==> config.mk <==
export PLATFORM = sky130hd
export DESIGN_NAME = mips_cpu_muldiv_flat
export DESIGN_NICKNAME = d
export VERILOG_FILES = /design/src/rtl/mips_cpu_muldiv_if.sv /design/src/rtl/mips_cpu_muldiv.sv /design/src/flat_wrapper.sv
export SDC_FILE = /design/constraint.sdc
export NUM_CORES = 1
export LEC_CHECK = 0
export CORE_MARGIN = 5
export CORE_UTILIZATION = 50
export DETAILED_ROUTE_END_ITERATION = 7
export PLACE_DENSITY = 0.71
export SLEW_MARGIN = 20
export SYNTH_ARGS = -nofsm -noshare
export SYNTH_HDL_FRONTEND = slang
export SYNTH_SLANG_ARGS = --single-unit
==> constraint.sdc <==
create_clock -name clk -period 9.8 [get_ports clk]
set_input_delay 2.94 -clock clk [delete_from_list [all_inputs] [get_ports clk]]
set_output_delay 2.94 -clock clk [all_outputs]
set_load 0.02 [all_outputs]
==> src/rtl/mips_cpu_muldiv_if.sv <==
// Command/result bundle between the execute stage and the mul/div unit.
// master: execute stage (drives start/op/a/b, reads busy/done/hi/lo).
// slave : mips_cpu_muldiv (the reverse directions).
interface mips_cpu_muldiv_if #(
    parameter int WIDTH = 32
);
    logic             start;
    logic [2:0]       op;
    logic [WIDTH-1:0] a;
    logic [WIDTH-1:0] b;
    logic             busy;
    logic             done;
    logic [WIDTH-1:0] hi;
    logic [WIDTH-1:0] lo;

    modport master (
        output start, op, a, b,
        input  busy, done, hi, lo
    );

    modport slave (
        input  start, op, a, b,
        output busy, done, hi, lo
    );
endinterface

==> src/rtl/mips_cpu_muldiv.sv <==
// Multi-cycle MIPS multiply/divide unit owning the HI/LO registers.
// Ports: clk, rst (sync, active-high), bus (slave: start/op/a/b in,
// busy/done/hi/lo out). Define MIPS_CPU_MULDIV_FAST_MUL_EN for a
// single-cycle multiplier; otherwise MULT/MULTU iterate like division.
module mips_cpu_muldiv #(
    parameter int WIDTH = 32
) (
    input  logic               clk,
    input  logic               rst,
    mips_cpu_muldiv_if.slave   bus
);
    localparam int CNT_W = $clog2(WIDTH);

    localparam logic [2:0] OP_MULT = 3'd0;
    localparam logic [2:0] OP_DIV  = 3'd2;
    localparam logic [2:0] OP_DIVU = 3'd3;
    localparam logic [2:0] OP_MTHI = 3'd4;
    localparam logic [2:0] OP_MTLO = 3'd5;

    typedef enum logic [1:0] {
        S_IDLE = 2'd0,
        S_CALC = 2'd1,
        S_FIX  = 2'd2
    } state_t;

    state_t             r_state;
    state_t             w_next;
    logic [CNT_W-1:0]   r_cnt;
    logic [2*WIDTH-1:0] r_acc;
    logic [WIDTH-1:0]   r_opb;
    logic [WIDTH-1:0]   r_hi;
    logic [WIDTH-1:0]   r_lo;
    logic               r_is_div;
    logic               r_neg_q;
    logic               r_neg_r;
    logic               r_done;

    logic               w_accept;
    logic               w_md;
    logic               w_signed;
    logic               w_a_neg;
    logic               w_b_neg;
    logic [WIDTH-1:0]   w_a_mag;
    logic [WIDTH-1:0]   w_b_mag;

    logic [WIDTH:0]     w_top;
    logic [WIDTH+1:0]   w_diff;
    logic [WIDTH:0]     w_sum;
    logic [2*WIDTH-1:0] w_div_nxt;
    logic [2*WIDTH-1:0] w_mul_nxt;

    logic               w_busy;
    logic [2*WIDTH-1:0] w_prod;
    logic [WIDTH-1:0]   w_quot;
    logic [WIDTH-1:0]   w_rem;
    logic [WIDTH-1:0]   w_fix_hi;
    logic [WIDTH-1:0]   w_fix_lo;

    assign w_accept = bus.start && (r_state == S_IDLE);
    assign w_md     = (bus.op <= OP_DIVU);
    assign w_signed = (bus.op == OP_MULT) || (bus.op == OP_DIV);
    assign w_a_neg  = w_signed && bus.a[WIDTH-1];
    assign w_b_neg  = w_signed && bus.b[WIDTH-1];
    assign w_a_mag  = w_a_neg ? (~bus.a + 1'b1) : bus.a;
    assign w_b_mag  = w_b_neg ? (~bus.b + 1'b1) : bus.b;

`ifdef MIPS_CPU_MULDIV_FAST_MUL_EN
    logic [2*WIDTH-1:0] w_fast_prod;
    assign w_fast_prod = {{WIDTH{1'b0}}, w_a_mag} * {{WIDTH{1'b0}}, w_b_mag};
`endif

    // Restoring divide: r_acc = {rem, quot}. The shifted remainder
    // needs WIDTH+1 bits because the pre-shift remainder is < divisor.
    assign w_top     = r_acc[2*WIDTH-1:WIDTH-1];
    assign w_diff    = {1'b0, w_top} - {2'b00, r_opb};
    assign w_div_nxt = w_diff[WIDTH+1]
                     ? {w_top[WIDTH-1:0], r_acc[WIDTH-2:0], 1'b0}
                     : {w_diff[WIDTH-1:0], r_acc[WIDTH-2:0], 1'b1};

    // Shift-add multiply: r_acc = {partial, multiplier}, shifting right.
    assign w_sum     = {1'b0, r_acc[2*WIDTH-1:WIDTH]}
                     + (r_acc[0] ? {1'b0, r_opb} : {(WIDTH+1){1'b0}});
    assign w_mul_nxt = {w_sum, r_acc[WIDTH-1:1]};

    always_ff @(posedge clk) begin
        if (rst) r_state <= S_IDLE;
        else     r_state <= w_next;
    end

    always_comb begin
        w_next = r_state;
        unique case (r_state)
            S_IDLE: begin
                if (w_accept && w_md) begin
`ifdef MIPS_CPU_MULDIV_FAST_MUL_EN
                    w_next = bus.op[1] ? S_CALC : S_FIX;
`else
                    w_next = S_CALC;
`endif
                end
            end
            S_CALC:  if (r_cnt == '0) w_next = S_FIX;
            S_FIX:   w_next = S_IDLE;
            default: w_next = S_IDLE;
        endcase
    end

    always_comb begin
        w_busy   = (r_state != S_IDLE);
        w_prod   = r_neg_q ? (~r_acc + 1'b1) : r_acc;
        w_quot   = r_neg_q ? (~r_acc[WIDTH-1:0] + 1'b1) : r_acc[WIDTH-1:0];
        w_rem    = r_neg_r ? (~r_acc[2*WIDTH-1:WIDTH] + 1'b1)
                           : r_acc[2*WIDTH-1:WIDTH];
        w_fix_hi = r_is_div ? w_rem  : w_prod[2*WIDTH-1:WIDTH];
        w_fix_lo = r_is_div ? w_quot : w_prod[WIDTH-1:0];
    end

    always_ff @(posedge clk) begin
        if (rst) begin
            r_cnt    <= '0;
            r_acc    <= '0;
            r_opb    <= '0;
            r_is_div <= 1'b0;
            r_neg_q  <= 1'b0;
            r_neg_r  <= 1'b0;
            r_hi     <= '0;
            r_lo     <= '0;
            r_done   <= 1'b0;
        end else begin
            r_done <= (r_state == S_FIX);
            unique case (r_state)
                S_IDLE: begin
                    if (w_accept && w_md) begin
                        r_cnt    <= CNT_W'(WIDTH - 1);
                        r_is_div <= bus.op[1];
                        r_neg_q  <= w_a_neg ^ w_b_neg;
                        // remainder follows the dividend's sign
                        r_neg_r  <= w_a_neg & bus.op[1];
                        r_opb    <= bus.op[1] ? w_b_mag : w_a_mag;
                        if (bus.op[1]) begin
                            r_acc <= {{WIDTH{1'b0}}, w_a_mag};
                        end else begin
`ifdef MIPS_CPU_MULDIV_FAST_MUL_EN
                            r_acc <= w_fast_prod;
`else
                            r_acc <= {{WIDTH{1'b0}}, w_b_mag};
`endif
                        end
                    end else if (w_accept && bus.op == OP_MTHI) begin
                        r_hi <= bus.a;
                    end else if (w_accept && bus.op == OP_MTLO) begin
                        r_lo <= bus.a;
                    end
                end
                S_CALC: begin
                    r_cnt <= r_cnt - 1'b1;
                    r_acc <= r_is_div ? w_div_nxt : w_mul_nxt;
                end
                S_FIX: begin
                    r_hi <= w_fix_hi;
                    r_lo <= w_fix_lo;
                end
                default: ;
            endcase
        end
    end

    assign bus.busy = w_busy;
    assign bus.done = r_done;
    assign bus.hi   = r_hi;
    assign bus.lo   = r_lo;
endmodule

==> src/flat_wrapper.sv <==
// flat-port wrapper written by rule: the top's interface ports become plain ports
module mips_cpu_muldiv_flat 
#(
    parameter int WIDTH = 32
)
  (clk, rst, bus_start, bus_op, bus_a, bus_b, bus_busy, bus_done, bus_hi, bus_lo);
  mips_cpu_muldiv_if #(.WIDTH(WIDTH)) bus_i ();
  input  logic clk;
  input  logic rst;
  input wire logic [$bits(bus_i.start)-1:0] bus_start;
  input wire logic [$bits(bus_i.op)-1:0] bus_op;
  input wire logic [$bits(bus_i.a)-1:0] bus_a;
  input wire logic [$bits(bus_i.b)-1:0] bus_b;
  output wire logic [$bits(bus_i.busy)-1:0] bus_busy;
  output wire logic [$bits(bus_i.done)-1:0] bus_done;
  output wire logic [$bits(bus_i.hi)-1:0] bus_hi;
  output wire logic [$bits(bus_i.lo)-1:0] bus_lo;
  assign bus_i.start = bus_start;
  assign bus_i.op = bus_op;
  assign bus_i.a = bus_a;
  assign bus_i.b = bus_b;
  assign bus_busy = bus_i.busy;
  assign bus_done = bus_i.done;
  assign bus_hi = bus_i.hi;
  assign bus_lo = bus_i.lo;
  mips_cpu_muldiv #(.WIDTH(WIDTH)) u_core (.clk(clk), .rst(rst), .bus(bus_i));
endmodule
# [Word-level counts from Yosys, hierarchy flattened]
# Cells that the tools add are included.
# Widths: inputs -> output; s select.
[totals] ff_bits=171 in_bits=70
[classes] addsub=8 n_lt_le_gt_ge=1 eq_ne=11 mux=26 n_bitwise=7 reduce_logical=18
[ops] operator="$mux 32" n=14
[ops] operator="$mux 64" n=4
[ops] operator="$add 32x1->32 const B" n=4
[ops] operator="$not 32->32" n=4
[ops] operator="$pmux 32 s2" n=2
[ops] operator="$pmux 64 s2" n=1
[ops] operator="$add 64x1->64 const B" n=1
[ops] operator="$not 64->64" n=1
[ops] operator="$sub 33x32->34" n=1
[ops] operator="$add 32x33->33" n=1
[ops] operator="$ne 2x2->1 const B" n=5
[ops] operator="$pmux 5 s2" n=1
[ops] operator="$eq 3x3->1 const B" n=2
[ops] operator="$logic_and 1x1->1" n=6
[ops] operator="$reduce_and 2->1" n=3
[ops] operator="$reduce_bool 2->1" n=3
[ops] operator="$logic_not 5->1" n=1
[ops] operator="$mux 5" n=1
[ops] operator="$sub 5x1->5 const B" n=1
[ops] operator="$mux 2" n=2
[ops] operator="$pmux 2 s2" n=1
[ops] operator="$reduce_and 4->1" n=1
[ops] operator="$eq 3x2->1 const B" n=1
[ops] operator="$le 3x2->1 const B" n=1
[ops] operator="9 further kinds" n=9

# [Logic depth before layout (Yosys ltp)]
# Gate-level depths: netlist of run 1.
[depth] ltp_word=7 ltp_mapped=14 depth_no_buf=13

# [Worst setup path before layout of run 1]
# Ideal clock, no wire load.
[synth_timing] path_type="in2reg" start="in bus_b[6]" end="reg u_core.r_acc[29]" t_arrival_ps=4969 required_time_ps=9663 path_slack_ps=4694 stages=9 path_buffers=0 cell_sequence="or4_1 nor4b_1 nand4bb_1 or2_1 o31ai_1 xor2_1 nor2_1 a21oi_1 o221ai_1"
[synth_between] elab_chain_len=6
[synth_lines] element="start: declaration" line_no="flat_wrapper.sv:13" source="input wire logic [$bits(bus_i.b)-1:0] bus_b;"
[synth_lines] element="$not 32->32" line_no="mips_cpu_muldiv.sv:65" source="assign w_b_mag = w_b_neg ? (~bus.b + 1'b1) : bus.b;"
[synth_lines] element="$add 32x1->32" line_no="mips_cpu_muldiv.sv:65"
[synth_lines] element="$mux 32" line_no="mips_cpu_muldiv.sv:65"
[synth_lines] element="$mux 32" line_no="mips_cpu_muldiv.sv:140" source="if (bus.op[1]) begin"
[synth_lines] element="$mux 64" line_no="mips_cpu_muldiv.sv:133" source="if (w_accept && w_md) begin"
[synth_lines] element="$pmux 64 s2" line_no="mips_cpu_muldiv.sv:131" source="unique case (r_state)"
[synth_lines] element="end signal: assignment" line_no="mips_cpu_muldiv.sv:141" source="r_acc <= {{WIDTH{1'b0}}, w_a_mag};"
[synth_lines] element="end signal: assignment" line_no="mips_cpu_muldiv.sv:146" source="r_acc <= {{WIDTH{1'b0}}, w_b_mag};"
[synth_lines] element="end signal: assignment" line_no="mips_cpu_muldiv.sv:157" source="r_acc <= r_is_div ? w_div_nxt : w_mul_nxt;"
[synth_lines] element="end: declaration" line_no="mips_cpu_muldiv.sv:29" source="logic [2*WIDTH-1:0] r_acc;"
# Every way passes these cells. The select of a mux whose other input is x is not followed.
# A chain may end at the register's enable or synchronous reset.

# [Final worst setup path of run 1]
[layout_timing] start="in bus_op[2]" end="reg u_core.r_acc[9]"
[layout_between] elab_chain_len=7
[layout_lines] element="start: declaration" line_no="flat_wrapper.sv:11" source="input wire logic [$bits(bus_i.op)-1:0] bus_op;"
[layout_lines] element="$eq 3x2->1 / $logic_not 3->1 (equally long branches)" line_no="mips_cpu_muldiv.sv:61" source="assign w_signed = (bus.op == OP_MULT) || (bus.op == OP_DIV);"
[layout_lines] element="$logic_or 1x1->1" line_no="mips_cpu_muldiv.sv:61"
[layout_lines] element="$logic_and 1x1->1 (on tied branches)" line_no="mips_cpu_muldiv.sv:63, mips_cpu_muldiv.sv:62"
[layout_lines] element="$mux 32 (on tied branches)" line_no="mips_cpu_muldiv.sv:65, mips_cpu_muldiv.sv:64"
[layout_lines] element="$mux 32" line_no="mips_cpu_muldiv.sv:140"
[layout_lines] element="$mux 64" line_no="mips_cpu_muldiv.sv:133"
[layout_lines] element="$pmux 64 s2" line_no="mips_cpu_muldiv.sv:131"
# Several ways; a longest one is shown, not always the timed one. The select of a mux whose other input is x is not followed.

==> flow_summary.yaml, run 1 <==
logic_synthesis:
  synth-main-ff-cell: "dfxtp_1"
  syn-cell-area_mm2: 0.0145
  synth_edf_count: 0
  postSynth.asyncResetShare_pct: 0
  syn_inst: 1989
  synth_cell_types: 81
  synth-seq-cells: 171
  ys_seq_area_share_pct: 23.5
  synth.net_count: 2131
  synth_warnings: 0
  syn_avg_cell_area_um2: 7.31
critical_path:
  worstPathMaxFanout: 21
  cp_common_cell: "a211oi_1"
  rrSetupSlack_ns: 5.55
  startpoint_type: "input port"
  cp-end-kind: "register"
  crit_slowest_cell: "nand2_1"
  cp_data_arrival_time_ns: 6.06
  path_class: "in2reg"
  crit_chain: "clkdlybuf4s50_1 -> nor2_1 -> nand2_1 -> a21oi_1 -> xor2_1 -> nor2_1 -> a211oi_1 -> a211oi_1 -> a211oi_1"
  cp.required_ns: 10.16
  critPathMaxStageDelay_ns: 0.63
clocking:
  cts_tree: "built"
  cts_hold_buffers: 0
  clock-sinks: 171
  clkTransAtPathRegs_ns: 0.07
  root_buffer: "clkbuf_16"
  ctsLongestPathBuffers: 2
  htreeDepth: 4
  cts_made_buffers: 17
  cts_setup_buffers: 0
  cts-resized-gates: 0
  clkLatencyLatePin_ns: 0.44
timing:
  hold_viol_final: 0
  timing.final.crit_share_pct: 58.2
  rsz0062_at_grt: "no"
  tightest_slew_ns: 1.13
  maxSlewHeadroom_pct: 24.7
  timing.setup.tns_ns: 0
  drv_slew: 0
  setup_viol: 0
  fmax_mhz: 175
  fin_worst_skew_ns: 0.0146
  layout_min_cycle_time_ns: 5.70
floorplanning:
  core-area_mm2: 0.0287
  die_height_um: 181
  std_cell_rows: 62
  die_w_um: 181
  die_area_mm2: 0.0326
  ios: 136
  initial_core_util_pct: 50.6
place:
  dp.final_hpwl_um: 41900
  post_dp_cell_area_mm2: 0.0160
  io_buffer_count: 135
  gp_congestion: 0.974
detailed_routing:
  viasPerCell: 6.52
  ant_nets: 0
  vias: 15812
  post_drt_wl_per_cell_um: 22.6
  drc: 0
  drt_iter0_markers: 1981
  postRouteWirelength_um: 54700
  drtPass1Iterations: 7
pwr:
  power_density_mw_per_mm2: 124
  swShare_pct: 35.8
  clkPwrFrac_pct: 32.6
  ir_worst_vdd_uv: 127
  p_sw_mw: 0.738
  intPower_mw: 1.32
  combPwrFrac_pct: 29.2
  pwr-share-seq_pct: 38.2
  leakage_nw: 6.28
global_routing:
  grt-ovfl-total: 0
  grt_start_max_net_pins: 95
  track_usage_pct: 31.7
  antenna_found_initial: 1
  grt_pass1_vias: 14310
  grt_first_pass_wirelength_um: 82700
min_path:
  min_path_type: "reg2reg"
run:
  cap_viol_max_count: 0
outcome:
  run_status: "complete, no violations"
finish:
  layout-drive-gt1-share_pct: 4.22
  layout.nets: 2169
  antenna_cells: 0
  design_area_mm2: 0.0166
  layout-area-overhead-vs-synth_pct: 13.9
## worst paths after layout
kind                                                     from                            end  depth (start not counted)
worst max-delay path                                bus_op[2]   u_core.r_acc[9]$_SDFFE_PP0P_                          9
worst min-delay path            u_core.r_opb[17]$_SDFFE_PP0P_  u_core.r_opb[17]$_SDFFE_PP0P_                          2
worst max register to register  u_core.r_acc[37]$_SDFFE_PP0P_  u_core.r_acc[58]$_SDFFE_PP0P_                         10
worst min register to register  u_core.r_opb[17]$_SDFFE_PP0P_  u_core.r_opb[17]$_SDFFE_PP0P_                          2
## kinds of logic after synthesis
logic type	count (synthesis)	share of synthesized area, %
simple gates	664	21.0
flops	171	23.5
mux	60	4.18
xor+xnor	156	9.40
buf+inv	199	5.28
compound gates	667	30.2
fa+ha+maj	72	6.30
## cell usage after synthesis (all sizes together), types with 10 or more instances
cell type  number  area share, %
nor4           20            1.0
ha             70            6.0
and2           13           0.56
and3           10           0.43
o221ai         12           0.72
nand4          11           0.47
or4            10           0.54
mux2i          54            3.7
o22ai          13           0.56
o31ai          24            1.2
o21ai         109            3.8
xnor2          71            4.3
inv            64            1.7
nand2         179            4.6
or3            14           0.60
a21o           36            1.9
a21oi         194            6.7
clkbuf        112            2.9
a31oi          24            1.0
nor2          271            7.0
o21a           18           0.93
nor3           42            1.5
o211ai         38            2.0
nand3          27           0.96
dfxtp         171             24
buf            22           0.70
a211oi        103            5.3
o41ai          12           0.93
nand2b         11           0.47
nor2b          20           0.86
xor2           85            5.1
## per-layer routing
layer	track usage, %	vias to the layer above	wire length [um]
met5	0	-	0
met4	11.8	0	2070
met3	5.79	132	5800
met2	48.5	905	23600
met1	44.4	7424	23200
li1	-	7351	-
## registers in the layout, summed over array words and instances (netlist names)
name,flops
u_core.r_opb,32
u_core.bus.lo,32
u_core.r_cnt,5
u_core.r_is_div,1
u_core.bus.hi,32
u_core.r_neg_q,1
u_core.r_state,2
u_core.r_neg_r,1
u_core.r_acc,64
u_core.bus.done,1
## power by group through the flow
stage	clock, mW	combinational [mW]	sequential (mW)
finish	0.671	0.601	0.786
global route	0.694	0.647	0.789
CTS	0.670	0.588	0.783
detailed placement	0	0.585	0.799
global placement	0	0.579	0.797
floorplan	0	0.394	0.786
## stage by stage
step / setup WS (ns) / utilization, % / cells / hold slack [ns] / power [mW]
3_5_place_dp: 3.73 / 55.7 / 2392 / 0.449 / 1.38
6_report: 4.10 / 57.7 / 2424 / 0.458 / 2.06
5_1_grt: 3.89 / 57.7 / 2424 / 0.480 / 2.13
4_1_cts: 4.18 / 57.7 / 2424 / 0.459 / 2.04
3_3_place_gp: 3.83 / 55.7 / 2392 / 0.441 / 1.38
2_1_floorplan: 4.69 / - / 1989 / 0.432 / 1.18
## critical path, delay by kind of cell
family	cells	cell delay [ns]
xor+xnor	1	0.46
compound gates	4	0.90
simple gates	3	1.28
buf+inv	1	0.48
## layout make-up
type                       count  area, um^2
clock buffer                  19         443
timing repair buffer         153        1480
multi-input combinational   1619       10400
clock inverter                13         118
tap                          384         480
fill                        2714       12100
sequential                   171        3420
inverter                      65         244
## cell usage in the layout (no fill, tap or decap), drive strengths merged, types with 9 or more instances in the layout
master and instances:
o41ai 12, ha 70, o22ai 13, buf 20, o221ai 12, dfxtp 171, nand2 179, clkdlybuf4s50 133
a21o 36, clkbuf 19, a31oi 24, and2 13, xnor2 71, o21a 18, or3 14, nand3 27
a2111oi 9, o31ai 24, nor3 42, or4 10, nand4 11, xor2 85, nand2b 11, a211oi 103
o21ai 109, a211o 9, and3 10, mux2i 54, inv 68, a311oi 9, nor2b 20, a21oi 194
o211ai 38, nor2 271, nor4 20
Power figures use the tool's default switching activity.
==> run 2, diff against run 1 <==
--- a/config.mk
+++ b/config.mk
@@ -8,7 +8,7 @@
 export CORE_MARGIN = 5
 export CORE_UTILIZATION = 50
 export DETAILED_ROUTE_END_ITERATION = 7
-export PLACE_DENSITY = 0.71
+export PLACE_DENSITY = 0.74
 export SLEW_MARGIN = 20
 export SYNTH_ARGS = -nofsm -noshare
 export SYNTH_HDL_FRONTEND = slang
==> constraint.sdc (replaced) <==
create_clock -name clk -period 5.2 [get_ports clk]
set_input_delay 1.56 -clock clk [delete_from_list [all_inputs] [get_ports clk]]
set_output_delay 1.56 -clock clk [all_outputs]
set_load 0.02 [all_outputs]
==> flow_summary.yaml, run 2 (synthesis gave the netlist of run 1 again) <==
outcome:
  run_status: "complete, no violations"
clocking:
  ctsLongestPathBuffers: 2
  cts_hold_buffers: 0
  htreeDepth: 4
  clkLatencyLatePin_ns: 0.45
  clkTransAtPathRegs_ns: 0.07
  root_buffer: "clkbuf_16"
  cts_tree: "built"
  cts_setup_buffers: 0
  cts-resized-gates: 0
  cts_made_buffers: 17
  clock-sinks: 171
global_routing:
  grt_start_max_net_pins: 98
  grtUsageMet1_pct: 45.0
  met2_usage_pct: 46.9
  track_usage_pct: 31.6
  met3_usage_pct: 7.95
  grt-ovfl-total: 0
  grt_pass1_vias: 13989
  grt_first_pass_wirelength_um: 81600
  antenna_found_initial: 0
  busiest_layer: "met2"
pwr:
  power_density_mw_per_mm2: 235
  ir_worst_vdd_uv: 247
  leakage_nw: 6.36
timing:
  timing.final.crit_share_pct: 82.8
  fin_worst_skew_ns: 0.0184
  hold_viol_final: 0
  rsz0062_at_grt: "no"
  fin_hold_ws_ns: 0.458
  drv_slew: 0
  timing.setup.tns_ns: 0
  layout_min_cycle_time_ns: 4.30
  tightest_slew_ns: 1.03
  maxSlewHeadroom_pct: 31.2
  setup_viol: 0
  fmax_mhz: 232
finish:
  layout-drive-gt1-share_pct: 4.96
  largest_register_ffs: 64
  final_cell_mix: "nor2_1 (269), a21oi_1 (194), nand2_1 (179)"
  layout-area-overhead-vs-synth_pct: 14.8
  layout.nets: 2184
  final_cells: 2439
  final_common_cell: "nor2_1"
  antenna_cells: 0
  max_flop_register: "u_core.r_acc"
  fillers: 2743
place:
  gp_congestion: 0.995
  dp_cells: 2407
  dp.final_hpwl_um: 41700
  io_buffer_count: 135
min_path:
  holdPathStages: 2
  min_path_type: "reg2reg"
  min_to: "u_core.r_opb[26]$_SDFFE_PP0P_"
  holdCritStartpoint: "u_core.r_opb[26]$_SDFFE_PP0P_"
critical_path:
  reg2reg_to: "u_core.r_acc[60]$_SDFFE_PP0P_"
  cp.required_ns: 5.49
  rr_worst_depth: 12
  rrSetupSlack_ns: 1.36
  path_class: "in2reg"
  startpoint_type: "input port"
  worstPathMaxFanout: 3
  cp_data_arrival_time_ns: 4.59
  cp-end-kind: "register"
  r2r_start: "u_core.r_acc[0]$_SDFFE_PP0P_"
detailed_routing:
  drc: 0
  viasPerCell: 6.38
  vias: 15552
  post_drt_wl_per_cell_um: 22.2
  drt_iter0_markers: 1771
  postRouteWirelength_um: 54100
  ant_nets: 0
  drtPass1Iterations: 6
floorplanning:
  core-area_mm2: 0.0287
  std_cell_rows: 62
  initial_core_util_pct: 50.6
  die_height_um: 181
  ios: 136
  die_area_mm2: 0.0326
  die_w_um: 181
run:
  cap_viol_max_count: 0
## run 2: cell types whose count changed in the layout (fill, tap and decap cells not counted), sizes merged
| cell | change |
|---|---|
| buf | +15 |
| inv | +3 |
| bufinv | -1 |
| clkinv | -1 |
| clkinvlp | -1 |
## run 2: stage by stage
stage                     power (mW)  area, um^2  util, %  setup WS, ns
after global placement          2.60       16100     56.1         0.611
after floorplan                 2.22       14500        -          1.47
after CTS                       3.90       16700     58.1         0.976
final                           3.92       16700     58.1         0.896
after global routing            4.09       16700     58.1         0.792
after detailed placement        2.61       16100     56.1         0.536
## run 2: final cells by class
class	instances	area [um^2]	area share (%)
clock buffer	19	453	2.72
timing repair buffer	168	1590	9.54
multi-input combinational	1619	10400	62.1
inverter	65	244	1.46
sequential	171	3420	20.5
clock inverter	13	124	0.743
tap	384	480	2.88
## run 2: power breakdown
part | switching, mW | total [mW] | internal (mW)
Clock | 0.649 | 1.31 | 0.661
Sequential | 0.0971 | 1.48 | 1.38
Combinational | 0.703 | 1.14 | 0.433
Total | 1.45 | 3.92 | 2.48
## run 2: worst max-delay path, cell delays in order
cell	delay [ns]
clkdlybuf4s50_1	0.45
or4_1	0.59
nor4_1	0.53
nand4bb_1	0.32
or2_1	0.34
o31ai_1	0.24
xor2_1	0.21
nor2_1	0.06
a21oi_1	0.16
o221ai_1	0.13
## run 2: worst max path at each step
stage | start | to | depth (start not counted)
floorplan | bus_b[6] | u_core.r_acc[29]$_SDFFE_PP0P_ | 9
global placement | bus_b[16] | u_core.r_acc[29]$_SDFFE_PP0P_ | 10
detailed placement | bus_b[6] | u_core.r_acc[29]$_SDFFE_PP0P_ | 10
CTS | bus_b[6] | u_core.r_acc[29]$_SDFFE_PP0P_ | 10
global route | bus_b[4] | u_core.r_acc[29]$_SDFFE_PP0P_ | 10
finish | bus_b[16] | u_core.r_acc[29]$_SDFFE_PP0P_ | 10
## run 2: metal layers
metal	part of all wire, %	wire length, um	up-vias
met4	3.1	1680	0
met1	43	23300	7269
li1	-	-	7353
met5	0	0	-
met3	11	6010	101
met2	43	23100	829
